$ cat src/rtl/mem_rw_pkg.sv
// Shared constants, read-pipeline stage type and parameter legality check
// for the byte-strobed, latency-configurable register memory.
package mem_rw_pkg;

    localparam int RD_LAT_MAX    = 4;
    localparam int BYTE_W        = 8;
    localparam int RD_DATA_W_MAX = 64;

    // Stage data is sized for the widest supported word; narrower words are zero-extended.
    typedef struct packed {
        logic                     valid;
        logic [RD_DATA_W_MAX-1:0] data;
    } rd_stage_t;

    function automatic bit cfg_ok(input int addr_w, input int data_w, input int rd_lat);
        return (addr_w >= 1) &&
               (data_w >= BYTE_W) &&
               ((data_w % BYTE_W) == 0) &&
               (data_w <= RD_DATA_W_MAX) &&
               (rd_lat >= 1) &&
               (rd_lat <= RD_LAT_MAX);
    endfunction

endpackage

$ cat src/rtl/mem_rd_pipe.sv
// Delay line of {valid, data} read results, DEPTH stages deep, with a
// synchronous flush so in-flight results vanish on reset.
module mem_rd_pipe
    import mem_rw_pkg::*;
#(
    parameter int DATA_W = 8,
    parameter int DEPTH  = 1
) (
    input  logic              clk,
    input  logic              reset,
    input  logic              in_valid,
    input  logic [DATA_W-1:0] in_data,
    output logic              out_valid,
    output logic [DATA_W-1:0] out_data
);

    if (DEPTH < 1 || DATA_W > RD_DATA_W_MAX || DATA_W < 1) begin : g_cfg_err
        $error("mem_rd_pipe: illegal parameters DATA_W=%0d DEPTH=%0d", DATA_W, DEPTH);
    end

    rd_stage_t stage [DEPTH];

    always_ff @(posedge clk) begin
        if (reset) begin
            for (int i = 0; i < DEPTH; i++) begin
                stage[i] <= '0;
            end
        end else begin
            stage[0] <= '{valid: in_valid, data: RD_DATA_W_MAX'(in_data)};
            for (int i = 1; i < DEPTH; i++) begin
                stage[i] <= stage[i-1];
            end
        end
    end

    assign out_valid = stage[DEPTH-1].valid;
    assign out_data  = stage[DEPTH-1].data[DATA_W-1:0];

endmodule

$ cat src/rtl/mem_rw_pipe.sv
// Word-addressed register memory with byte-strobed writes, a pipelined
// read path of configurable latency, and a read/write collision flag.
module mem_rw_pipe
    import mem_rw_pkg::*;
#(
    parameter int                ADDR_W    = 2,
    parameter int                DATA_W    = 8,
    parameter int                RD_LAT    = 1,
    parameter logic [BYTE_W-1:0] INIT_BYTE = 8'hFF
) (
    input  logic                     clk,
    input  logic                     reset,
    input  logic [ADDR_W-1:0]        addr,
    input  logic                     wr_en,
    input  logic                     rd_en,
    input  logic [DATA_W-1:0]        wdata,
    input  logic [DATA_W/BYTE_W-1:0] wstrb,
    output logic [DATA_W-1:0]        rdata,
    output logic                     rd_valid,
    output logic                     err
);

    localparam int                DEPTH     = 2 ** ADDR_W;
    localparam int                STRB_W    = DATA_W / BYTE_W;
    localparam logic [DATA_W-1:0] INIT_WORD = {STRB_W{INIT_BYTE}};

    if (!cfg_ok(ADDR_W, DATA_W, RD_LAT)) begin : g_cfg_err
        $error("mem_rw_pipe: illegal parameters ADDR_W=%0d DATA_W=%0d RD_LAT=%0d",
               ADDR_W, DATA_W, RD_LAT);
    end

    logic [DATA_W-1:0] mem [DEPTH];

    logic              wr_accept;
    logic              rd_accept;
    logic              collide;
    logic [DATA_W-1:0] rd_word;
    logic              pipe_valid;
    logic [DATA_W-1:0] pipe_data;

    // A simultaneous read and write cancels both and is only reported.
    assign collide   = wr_en & rd_en;
    assign wr_accept = wr_en & ~rd_en;
    assign rd_accept = rd_en & ~wr_en;
    assign rd_word   = mem[addr];

    always_ff @(posedge clk) begin
        if (reset) begin
            for (int w = 0; w < DEPTH; w++) begin
                mem[w] <= INIT_WORD;
            end
        end else if (wr_accept) begin
            for (int b = 0; b < STRB_W; b++) begin
                if (wstrb[b]) begin
                    mem[addr][b*BYTE_W +: BYTE_W] <= wdata[b*BYTE_W +: BYTE_W];
                end
            end
        end
    end

    // The final latency cycle is the output register below, so the delay line is one shorter.
    if (RD_LAT > 1) begin : g_pipe
        mem_rd_pipe #(
            .DATA_W (DATA_W),
            .DEPTH  (RD_LAT - 1)
        ) u_rd_pipe (
            .clk       (clk),
            .reset     (reset),
            .in_valid  (rd_accept),
            .in_data   (rd_word),
            .out_valid (pipe_valid),
            .out_data  (pipe_data)
        );
    end else begin : g_direct
        assign pipe_valid = rd_accept;
        assign pipe_data  = rd_word;
    end

    always_ff @(posedge clk) begin
        if (reset) begin
            rdata    <= '0;
            rd_valid <= 1'b0;
            err      <= 1'b0;
        end else begin
            rd_valid <= pipe_valid;
            err      <= collide;
            if (pipe_valid) begin
                rdata <= pipe_data;
            end
        end
    end

endmodule

$ cat config.mk
export PLATFORM = sky130hd
export DESIGN_NAME = mem_rw_pipe
export DESIGN_NICKNAME = d
export VERILOG_FILES = /design/src/rtl/mem_rw_pkg.sv /design/src/rtl/mem_rd_pipe.sv /design/src/rtl/mem_rw_pipe.sv
export SDC_FILE = /design/constraint.sdc
export NUM_CORES = 1
export LEC_CHECK = 0
export ABC_CLOCK_PERIOD_IN_PS = 1900
export CORE_ASPECT_RATIO = 2
export CORE_MARGIN = 2
export CORE_UTILIZATION = 30
export DETAILED_ROUTE_END_ITERATION = 6
export GPL_ROUTABILITY_DRIVEN = 0
export SLEW_MARGIN = 20
export SYNTH_ARGS = -nofsm -noshare
export SYNTH_HDL_FRONTEND = slang
export SYNTH_SLANG_ARGS = --single-unit
$ cat constraint.sdc
create_clock -name clk -period 1.9 [get_ports clk]
set_clock_uncertainty 0.2 [all_clocks]
set_input_delay 0.38 -clock clk [delete_from_list [all_inputs] [get_ports clk]]
set_output_delay 0.38 -clock clk [all_outputs]
set_load 0.005 [all_outputs]
== Yosys cells after proc, flatten, opt, wreduce, memory -nomap -nowiden ==
Memories as Yosys holds them, arrays and structs flattened. A register that Yosys moved wholly into a read port is not among the register bits.
Index checks and enable logic that the tools add are counted.
Word-level totals
  register bits: 2
  latch bits: 0
  bits in writable memories: 32
  memory bits (read-only): 0
  input port bits: 15
  output and inout port bits: 10
  word-level logic and storage cells: 18
  memories kept: 1
Memories
  mem: words 4, width 8, rd ports 1, clocked after memory_dff 1, write ports 4, line mem_rw_pipe.sv:32  | logic [DATA_W-1:0] mem [DEPTH];
Operators by class
  $add $sub $neg: 0
  $mul: 0
  divide/modulo/power cells: 0
  magnitude comparators: 0
  equality and inequality tests: 0
  shift operators: 0
  mux-type cells: 9
  bitwise logic cells: 5
  reductions and logical operators: 1
Operator list (count)
  two-way mux 8 bit: 1
  OR reduction 8 bit: 1
  two-way mux 1 bit: 7
  bitwise AND 1 bit: 3
  two-way mux 2 bit: 1
  NOT 1 bit: 2

== Logic depth before layout (Yosys ltp) ==
Gate-level depths: netlist (run 1).
  depth in word-level cells: 7
  mapped depth: 4
  depth with buffers taken out: 3

== Worst setup path before layout (run 1) ==
Ideal clock, no wire load.
  path kind: input to register
  from: input addr[1]
  to: memory mem[3][0] (enable)
  setup time: 0.387 ns
  arrival time: 1.369 ns
  data required time: 1.313 ns
  setup slack: -0.056 ns
  cell stages on the path: 3
  buffers on the path: 1
  cell sequence: buf_2 nand2_1 o31ai_1
RTL lines
  start: declaration: line mem_rw_pipe.sv:13  | input logic [ADDR_W-1:0] addr,
  end: declaration: line mem_rw_pipe.sv:32

==> flow_summary.ini, run 1 <==
[synth]
synth.area.mux_share_pct = 9.01
ys_types = 20
ys_async_sr_fraction_pct = 0
synth.most_common_cell = edfxtp_1
seq_area_frac_synth_pct = 65.4
syn_area_per_cell_um2 = 13.6
yosysTopAreaCellShare_pct = 54.1
synth-warning-count = 0
ys_top_cells_by_count = edfxtp_1 (32), or2_2 (24), mux2i_1 (16)
synth_top_family_by_area = simple AND/OR/NAND/NOR gates
netlist.top_cell.by_area = edfxtp_1
synthAdderAreaFrac_pct = 0
ys.flop_type = edfxtp_1
syn_nets = 146
yosys.area_share.simple_pct = 17.0
synth_xor_area_share_pct = 0
synth_edf_count = 32
synthTopCellsByArea = edfxtp_1 (54%), dfxtp_1 (11%), mux2i_1 (9.0%)
synth_compound_area_share_pct = 6.62
ys_seq_elements = 42
postSynthCellCount = 131
syn_area_um2 = 1780

[route]
drtPass1Iterations = 4
routedWlPerCell_um = 16.9
drc = 0
initialDrtViolationCount = 27
drt.antenna.violating_nets = 0
dr_total_vias = 1164
via_per_inst = 4.97
wl_mm = 3.96

[die]
start_util_pct = 31.1
core-area_um2 = 5710
fp.dieArea_um2 = 6590
ios = 25
die-width_um = 58.4
dieHeight_um = 113
num_rows = 39

[hold_path]
hold_path_depth = 3
hold_end = err
min_path_type = input pin to register
hp-start = reset

[critical_path]
ff2ff_path_depth = 3
r2r_setup_slack_ps = 660
criticalPathCategory = input pin to register
cp_max_fo = 4
cp_data_arrival_time_ps = 1680
timing.rr.end = rdata[6]
r2r-start = mem[2][6]
cp-start-kind = input pin
worst-endpoint-required_ps = 1730
endpoint_kind = register

[clocking]
htree_levels = 2
clock_path_buffers = 2
ctsHoldBuffers = 0
clock_latency_ps = 280
clock-root-buffer = clkbuf_16
clk_pin_slew_worst_paths_ps = 60
cts_sinks = 42
cts_buffers = 5
cts_tree = built

[sta]
worst_slew_pin_slew_ps = 600
finalCritPeriodShare_pct = 96.9
finalCriticalPeriod_ps = 1840
tns_ps = 0
setup_slack_ps = 58.2
holdWs_ps = 225
rsz0062_at_grt = no
finalSetupViolations = 0
max_freq_mhz = 543
drv_slew = 0
hold_viol_final = 0
slew_headroom_pct = 60.0

[run_status]
status = complete, no violations

[power]
p_leak_nw = 0.980
power.clock.fraction_pct = 42.9
p_int_w = 0.00176
powerDensity_nw_per_um2 = 912
seqPwrFrac_pct = 48.3
swShare_pct = 19.8
power.switching_w = 0.000434
ir_drop_mv = 0.570
pwr-share-comb_pct = 8.7

[layout]
area_growth_pct = 35.3
diodes = 0
regArea_um2 = 1160
fillers = 542
multi_input_area_um2 = 601
drive_above_1_share_pct = 31.2
fin_nets = 187

[placement]
dp_slack_ps = -358
numPortBuffers = 24
dp_hpwl_mm = 3.21

[global_routing]
grt_pass1_wl_mm = 6.09
grt-ovfl-total = 0
grt_pass1_vias = 1219
grt_max_degree = 14
gr-usage-all-layers_pct = 13.4
antenna_found_initial = 0

[flow_run]
maxCapViolCount = 0
==> cells in the final DEF (no fill, tap or decap), types with 2 or more instances in the layout <==
| master | count |
|---|---|
| nor3_1 | 2 |
| or2b_1 | 8 |
| clkdlybuf4s50_1 | 20 |
| inv_1 | 3 |
| a21o_1 | 7 |
| dlymetal6s2s_1 | 4 |
| clkinv_2 | 2 |
| clkbuf_16 | 5 |
| nand3b_1 | 2 |
| mux2i_1 | 16 |
| nand2_1 | 3 |
| dfxtp_1 | 10 |
| buf_12 | 2 |
| buf_4 | 11 |
| or2_2 | 24 |
| nor2_1 | 3 |
| o22ai_1 | 7 |
| nand2_2 | 3 |
| edfxtp_1 | 32 |
==> worst max-delay path, stage by stage <==
cell	delay, ps
clkdlybuf4s50_1	450
buf_4	160
nand3b_1	220
buf_2	190
or2_2	270
==> how the worst max path moves through the flow <==
stage               slack (ps)         to  cells past startpoint    start
floorplan                  160  mem[1][0]                      3  addr[1]
global placement          -310  mem[0][4]                      5    reset
detailed placement        -360  mem[0][6]                      5    reset
CTS                         20   rdata[7]                      5    wr_en
global route                 1  mem[2][7]                      5  addr[0]
finish                      60  mem[2][7]                      5  addr[0]
==> flip-flops by register name, indices dropped and copies added, names as in the netlist <==
register / count
err: 1
mem: 32
rd_valid: 1
rdata: 8
==> cells by family after synthesis <==
| kind of cell | Yosys count |
|---|---|
| flip-flops | 42 |
| multiplexers | 16 |
| buffers and inverters | 8 |
| AND/OR/NAND/NOR | 48 |
| AO/OA/AOI/OAI | 17 |
==> what timing repair did <==
action / CTS / global route
cloned: 0 / 1
endpoints found under the setup margin: 10 / 35
resized for setup: 3 / 7
buffers inserted: 0 / 0
==> power groups by stage <==
stage          registers [W]   logic, W  clock network, W
6_report             0.00106   0.000192          0.000941
5_1_grt              0.00107   0.000205          0.000983
4_1_cts              0.00106   0.000194          0.000951
3_5_place_dp         0.00108   0.000192                 0
3_3_place_gp         0.00108   0.000188                 0
2_1_floorplan        0.00107  0.0000740                 0
==> metrics by stage <==
stage	total power (W)	instance area, um^2	std cells	utilization [%]
2_1_floorplan	0.00115	1780	131	-
3_3_place_gp	0.00127	2200	225	38.6
3_5_place_dp	0.00127	2200	225	38.6
4_1_cts	0.00221	2380	233	41.7
5_1_grt	0.00225	2400	234	42.1
6_report	0.00219	2400	234	42.1
==> routing by layer <==
| layer | global-route usage [%] | part of all wire, % | routed length (um) | vias to the layer above |
|---|---|---|---|---|
| met5 | 0 | 0 | 0 | - |
| met4 | 9.92 | 5.3 | 210 | 0 |
| met3 | 3.43 | 3.2 | 126 | 12 |
| met2 | 25.6 | 61 | 2400 | 29 |
| met1 | 10.6 | 31 | 1220 | 567 |
| li1 | - | - | - | 556 |
==> area by class of cell <==
cell class	instances	area share (%)
Timing Repair Buffer	39	16.2
Tap cell	61	3.18
Clock inverter	3	1.67
Inverter	3	0.469
Sequential cell	42	48.3
Clock buffer	5	5.21
Multi-Input combinational cell	81	25.0
No activity file was read; power rests on OpenSTA's default activity.
==> run 2, diff against run 1 <==
CTS_BUF_LIST = sky130_fd_sc_hd__clkbuf_4 sky130_fd_sc_hd__clkbuf_8 sky130_fd_sc_hd__clkbuf_16   (was default)
==> results of run 2 <==
No change in the layout: final DEF, timing and power equal those of run 1.
==> run 3, diff against run 2 <==
SLEW_MARGIN = 15   (was 20)
==> results of run 3 <==
No change in the layout: final DEF, timing and power equal those of run 1.
